==> src/rtl/alu_arbiter.sv <==
// rtl/alu_arbiter.sv - round-robin arbiter sharing one combinational ALU among NREQ requesters
module alu_arbiter #(
   parameter int NREQ = 2,
   parameter int W    = 64,
   parameter int CW   = 16
) (
   input  logic              clk,
   input  logic              reset,
   input  logic [NREQ-1:0]   req_valid,
   output logic [NREQ-1:0]   req_ready,
   input  logic [NREQ*W-1:0] req_A,
   input  logic [NREQ*W-1:0] req_B,
   input  logic [NREQ*3-1:0] req_cntrl,
   output logic [NREQ-1:0]   rsp_valid,
   input  logic [NREQ-1:0]   rsp_ready,
   output logic [W-1:0]      rsp_result,
   output logic [3:0]        rsp_flags,
   output logic [W-1:0]      alu_A,
   output logic [W-1:0]      alu_B,
   output logic [2:0]        alu_cntrl,
   input  logic [W-1:0]      alu_result,
   input  logic              alu_negative,
   input  logic              alu_zero,
   input  logic              alu_overflow,
   input  logic              alu_carry_out,
   output logic              busy,
   output logic [CW-1:0]     op_count
);

   localparam int PW = (NREQ > 2) ? 2 : 1;

   typedef enum logic [1:0] {IDLE, EXEC, RESP} state_t;

   state_t        state;
   logic [PW-1:0] rr_ptr;
   logic [PW-1:0] owner;
   logic [PW-1:0] grant;
   logic          grant_found;
   logic [W-1:0]  op_a;
   logic [W-1:0]  op_b;
   logic [2:0]    op_cntrl;
   logic [W-1:0]  sel_a;
   logic [W-1:0]  sel_b;
   logic [2:0]    sel_cntrl;
   logic          rsp_accept;

   // Lowest valid index overall, then overridden by the lowest valid index at or above rr_ptr.
   always_comb begin
      grant       = '0;
      grant_found = 1'b0;
      for (int i = NREQ - 1; i >= 0; i--) begin
         if (req_valid[i]) begin
            grant       = PW'(i);
            grant_found = 1'b1;
         end
      end
      for (int i = NREQ - 1; i >= 0; i--) begin
         if (req_valid[i] && (PW'(i) >= rr_ptr)) begin
            grant = PW'(i);
         end
      end
   end

   always_comb begin
      sel_a     = '0;
      sel_b     = '0;
      sel_cntrl = '0;
      for (int i = 0; i < NREQ; i++) begin
         if (grant == PW'(i)) begin
            sel_a     = req_A[i*W +: W];
            sel_b     = req_B[i*W +: W];
            sel_cntrl = req_cntrl[i*3 +: 3];
         end
      end
   end

   assign req_ready  = ((state == IDLE) && grant_found) ? (NREQ'(1) << grant) : '0;
   assign rsp_accept = (state == RESP) && (|(rsp_valid & rsp_ready));
   assign busy       = (state != IDLE);
   assign alu_A      = op_a;
   assign alu_B      = op_b;
   assign alu_cntrl  = op_cntrl;

   always_ff @(posedge clk) begin
      if (reset) begin
         state      <= IDLE;
         rr_ptr     <= '0;
         owner      <= '0;
         op_a       <= '0;
         op_b       <= '0;
         op_cntrl   <= '0;
         rsp_result <= '0;
         rsp_flags  <= '0;
         rsp_valid  <= '0;
         op_count   <= '0;
      end else begin
         case (state)
            IDLE: begin
               if (grant_found) begin
                  op_a     <= sel_a;
                  op_b     <= sel_b;
                  op_cntrl <= sel_cntrl;
                  owner    <= grant;
                  state    <= EXEC;
               end
            end
            EXEC: begin
               rsp_result <= alu_result;
               rsp_flags  <= {alu_negative, alu_zero, alu_overflow, alu_carry_out};
               rsp_valid  <= NREQ'(1) << owner;
               state      <= RESP;
            end
            RESP: begin
               // Only the owner's rsp_ready bit can complete the op.
               if (rsp_accept) begin
                  rsp_valid <= '0;
                  rr_ptr    <= (owner == PW'(NREQ - 1)) ? '0 : owner + 1'b1;
                  op_count  <= op_count + 1'b1;
                  state     <= IDLE;
               end
            end
            default: state <= IDLE;
         endcase
      end
   end

endmodule

==> config.mk <==
export PLATFORM = sky130hd
export DESIGN_NAME = alu_arbiter
export DESIGN_NICKNAME = d
export VERILOG_FILES = /design/src/rtl/alu_arbiter.sv
export SDC_FILE = /design/constraint.sdc
export NUM_CORES = 1
export LEC_CHECK = 0
export ABC_AREA = 1
export BUFFER_PORTS_ARGS = -buffer_cell sky130_fd_sc_hd__buf_2
export CORE_AREA = 2 2 218 220
export DETAILED_ROUTE_END_ITERATION = 12
export DIE_AREA = 0 0 220 222
export MAX_ROUTING_LAYER = met4
export PLACE_DENSITY = 0.55
export SYNTH_ARGS = -nofsm -noshare
export SYNTH_HDL_FRONTEND = slang
export SYNTH_SLANG_ARGS = --single-unit
==> constraint.sdc <==
create_clock -name clk -period 1.7 [get_ports clk]
set_input_delay 0.17 -clock clk [delete_from_list [all_inputs] [get_ports clk]]
set_output_delay 0.17 -clock clk [all_outputs]
set_load 0.02 [all_outputs]
## Word-level counts from Yosys, hierarchy flattened

Cells that the tools add are included.

- Register bits: 221

- Bitwise gates (word level): 1
- Reduce and logical (&&, ||, !) cells: 12
- Order comparisons: 2
- Equality and inequality tests: 4
- $add $sub $neg: 2
- Multiplexer cells: 14
- Shifts and indexed selects: 2

Operators with widths:

| cell | count |
|---|---|
| 64-bit 2-to-1 mux | 2 |
| 16-bit by 1-bit adder with 16-bit output (second input constant) | 1 |
| 2-bit AND reduction | 4 |
| 1-bit 2-to-1 mux | 6 |
| 2-bit 2-to-1 mux | 3 |
| 2-bit one-hot mux with 3 select lines | 1 |
| 1-bit logical AND | 4 |
| 2-bit inequality test (second input constant) | 2 |
| 2-bit one-hot mux with 2 select lines | 1 |
| 2-bit nonzero test | 2 |
| 1-bit by 1-bit left shift with 2-bit output (first input constant) | 2 |
| 3-bit 2-to-1 mux | 1 |
| 2-bit bitwise AND | 1 |
| 2-bit by 1-bit == test with 1-bit output (second input constant) | 1 |
| 2-bit == test (second input constant) | 1 |
| 1-bit greater-or-equal comparator (first input constant) | 2 |
| 2-bit logical NOT | 1 |
| 2-bit OR reduction | 1 |
| 1-bit adder (second input constant) | 1 |

## Depth between registers and ports, before layout

- Word-level depth: 6
- Mapped depth: 11

## Worst setup path after synthesis

No wires, ideal clock.

- Path kind: reg2reg
- From: reg op_count[1]
- To: reg op_count[8]
- Cell stages (with the launch flop): 9
- Required time: 1.584 ns
- Path buffers: 0
- Arrival: 1.472 ns
- Period minus slack after synthesis: 1.588 ns
- Slack: 0.112 ns
- Path through: dfxtp_1 > ha_1 > nand2_1 > nor2_1 > nand2_1 > nor2_1 > nand2_1 > o21ai_0 > nor2_1

- Word-level cells in the longest chain between the ends: 1

RTL lines:

| element | line | source |
|---|---|---|
| start: declaration | 27 | `output logic [CW-1:0] op_count` |
| start signal: assignment | 118 | `op_count <= op_count + 1'b1;` |
| 16-bit by 1-bit adder with 16-bit output | 118 |  |

No other way between the ends.
A chain may end at the register's enable or synchronous reset.

## Final worst setup path

- From: reg state[0]
- To: out req_ready[0]

- Word-level cells in the longest chain between the ends: 3

RTL lines:

| element | line | source |
|---|---|---|
| start: declaration | 34 | `state_t state;` |
| start signal: assignment | 86 | `state <= IDLE;` |
| start signal: assignment | 104 | `state <= EXEC;` |
| start signal: assignment | 111 | `state <= RESP;` |
| 2-bit logical NOT | 77 | `assign req_ready = ((state == IDLE) && grant_found) ? (NREQ'(1) << grant) : '0;` |
| 1-bit logical AND | 77 |  |
| 2-bit 2-to-1 mux | 77 |  |
| end: declaration | 10 | `output logic [NREQ-1:0] req_ready,` |

No other way between the ends.

==> key figures <==
Finish
  • Finished layout cell area: 17390 µm²
  • Signed area change from the synthesized netlist to the final layout: 84.94%
  • Nets@finish: 2661
  • Fin util: 37.60%
  • Layout Cells excl Fill: 2956
  • Share of final-layout standard cells stronger than drive strength 1: 27.99%

Synthesis
  • Area share of the leading cell type in the synthesized netlist: 47.05%
  • Share of flip-flops with an asynchronous set or reset after synthesis: 0%
  • Yosys warning count: 0
  • Syn_nets: 1782
  • Post-synthesis instance area: 9404 µm²
  • Post-synthesis average cell area: 6.508 µm²
  • Sequential-to-total area share from yosys stat: 47.05%
  • Number of flops mapped to enable cells by yosys: 0
  • Count leader, synth: sky130_fd_sc_hd__nand2_1
  • Number of unique standard cell types used by synthesis: 21
  • Cells after Synth: 1445
  • Dominant cells by area after synthesis: sky130_fd_sc_hd__dfxtp_1 47%, sky130_fd_sc_hd__nand2_1 23%, sky130_fd_sc_hd__nand3_1 7.6%
  • Most common flop cell mapped by yosys: sky130_fd_sc_hd__dfxtp_1
  • Post-synth top cells: 568 x sky130_fd_sc_hd__nand2_1, 221 x sky130_fd_sc_hd__dfxtp_1, 170 x sky130_fd_sc_hd__nor2_1
  • Synth area leader: sky130_fd_sc_hd__dfxtp_1
  • Flip-flop and latch count after synthesis: 221

Pwr
  • Switching power share of the total: 31.83%
  • Clock power frac: 34.7%
  • Power per cell area: 901.9 nW/µm²
  • Net load switching power: 4993 µW
  • Leakage power total: 0.009501 µW
  • Maximum resistive drop on vdd: 0.0007478 V
  • Proportion of power drawn by flip-flops and latches: 38.1%
  • Comb power frac: 27.2%
  • Internal cell power: 10690 µW

Floorplanning
  • Floorplan Core Area: 46260 µm²
  • Die footprint: 48840 µm²
  • Io pins: 556
  • Overall die width: 220 µm
  • Effective utilization at floorplan: 20.33%
  • # rows: 79
  • Die height: 222 µm

CTS
  • Insertion delay to the later sink of the worst-skew pair: 0.55 ns
  • Clock sink count: 221
  • TritonCTS clock tree: built
  • Buffer depth of the longest clock path: 3
  • Clock H-tree levels: 1
  • CTS Root Buffer Type: sky130_fd_sc_hd__clkbuf_16
  • Clock slew at reported path FFs: 0.06 ns
  • CTS buffer count: 26

GRT
  • Total global-route track usage: 16.97%
  • Pin count of the biggest net entering global routing: 74
  • Initial antenna violation count: 4
  • Total congestion overflow: 0
  • Wire length of the first global-routing pass: 64200 µm
  • Number of global-route vias before repair: 12342

Place
  • Routability-driven placement congestion ratio: 0.8884
  • Total half-perimeter wirelength after legalization and detailed placement: 27990 µm
  • Total placed instance area: 13000 µm²
  • Pre-CTS WS: 0.03577 ns
  • Buffers on Ports: 555
  • # placed instances: 2558

Worst setup path
  • Path depth of the worst reg2reg path: 10
  • Worst setup path category: reg2out
  • Worst reg2reg path startpoint: state[0]
  • CP max-delay cell: sky130_fd_sc_hd__dfxtp_2
  • Crit path largest cell delay: 0.33 ns
  • Launch point of the critical path: state[0]
  • Critical path data arrival time: 1.51 ns
  • Slack of the worst reg-to-reg path: 0.06 ns
  • Worst-path fanout max: 3
  • Critical path capture point type: output port
  • Cell repeated most along the worst path: sky130_fd_sc_hd__nor2_4
  • Sort of element at the start of the critical path: register
  • CP cell instances: nor2_4 -> o21ai_4 -> nor2_4 -> buf_12 -> buf_8
  • Required time at the endpoint of the critical path: 1.53 ns
  • R2R Path End: alu_B[43]

Run status
  • Result of the run: complete, no violations

Route
  • DR vias: 12599
  • Mean number of vias per cell: 4.262
  • Post-detailed-route DRC marker count: 0
  • Antenna Nets Post-Route: 0
  • DR pass1 iterations: 5
  • Overall routed net length: 43580 µm
  • DR WL/cell: 14.74 µm
  • Violation count after the first detailed-routing iteration: 675

Timing
  • Worst clock skew: 0.02237 ns
  • Fmax achieved: 0.5965 GHz
  • Hold Fails Final Rpt: 0
  • Share of the clock period used by the worst path: 98.62%
  • RSZ-0062 raised after global routing: true
  • Shortest clock period the worst path allows after layout: 1.677 ns
  • Tightest slew margin relative to the limit: 77.96%
  • Crit path setup slack, layout: 0.02344 ns
  • Worst-case hold slack: 0.03089 ns
  • Least-Margin Pin Slew: 0.3286 ns
  • Slew Limit Fails: 0
  • Setup-failing EPs final: 0

Worst hold path
  • Launch point of the worst hold path: reset
  • Endpoint, Worst Hold: state[1]
  • Kind of path behind the tightest hold check: in2reg
  • Depth of the worst hold-timing path: 3

Job
  • Max Cap Viol: 0
[metrics by stage]
stage                     total power [µW]   TNS, ns
after CTS                            15800  -0.03892
after detailed placement              9564         0
after global routing                 16510   -0.1785
after floorplan                       8015         0
after global placement                9540         0
final                                15690         0
[sequential cells by signal, indices dropped and copies added, names as in the netlist]
register and flops:
rsp_result 64, op_count 16, state 2, rr_ptr 1
rsp_flags 4, alu_A 64, alu_cntrl 3, rsp_valid 2
alu_B 64, owner 1
[cell type report]
class / count / area, µm²
clock buffer: 40 / 783.3
multi-input combinational: 982 / 4050
inverter: 161 / 611.8
clock inverter: 8 / 53.80
fill: 4593 / 28870
timing repair buffer: 932 / 6690
sequential: 221 / 4431
antenna: 5 / 12.51
tap: 607 / 759.5
[per-layer routing]
metal  vias to the layer above  track usage [%]  wire [µm]
li1                       6158                -          -
met1                      5670            17.39      16640
met2                       645            30.69      21660
met3                       126            3.813       3485
met4                         0            7.383       1793
met5                         -                -          0
[worst max path at each step]
stage	end	slack, ns	cells past startpoint
finish	req_ready[0]	0.02	5
global route	req_ready[0]	-0.05	5
floorplan	op_count[8]	0.11	8
detailed placement	alu_B[50]	0.04	9
global placement	alu_B[50]	0.08	9
CTS	req_ready[0]	-0.03	5
[power by group through the flow]
stage	logic, µW	registers (µW)	clock network, µW
4_1_cts	4200	5970	5620
5_1_grt	4640	6030	5840
3_3_place_gp	3480	6060	0
6_report	4260	5980	5440
3_5_place_dp	3490	6070	0
2_1_floorplan	1370	6650	0
[cells in the final DEF, fill, tap and decap left out, types with 10 or more instances in the layout]
cell type                       instances
sky130_fd_sc_hd__a21oi_1               10
sky130_fd_sc_hd__buf_4                 29
sky130_fd_sc_hd__clkbuf_16             27
sky130_fd_sc_hd__inv_1                156
sky130_fd_sc_hd__buf_2                553
sky130_fd_sc_hd__nor2_1               169
sky130_fd_sc_hd__nand2_1              567
sky130_fd_sc_hd__dfxtp_1              218
sky130_fd_sc_hd__nand3_1              143
sky130_fd_sc_hd__dlygate4sd3_1        332
sky130_fd_sc_hd__buf_12                10
sky130_fd_sc_hd__o21ai_0               74
[worst max-delay path, delay by kind of cell (launching register included)]
kind | cells | cell delay, ns
and+or+nand+nor | 2 | 0.29
DFF | 1 | 0.33
buffers and inverters | 2 | 0.23
AOI/OAI and AO/OA | 1 | 0.09
[what timing repair did]
item	CTS	global route
gates resized for setup	12	5
hold endpoints to repair	200	0
pin swaps	4	1
hold buffers	332	0
setup buffers	9	1
cloned	2	1
endpoints found under the setup margin	2	73
[kinds of logic (layout without fill, tap and decap cells)]
group / count (synthesis) / in the layout / synth area share, %
adder cells (fa/ha/maj): 1 / 1 / 0.1330
other: 0 / 5 / 0
XOR/XNOR: 2 / 2 / 0.1863
buffers and inverters: 242 / 1141 / 10.05
flip-flops: 221 / 221 / 47.05
AO/OA/AOI/OAI: 85 / 85 / 4.644
AND/OR/NAND/NOR: 894 / 894 / 37.95
(Power assumes the default switching activity.)
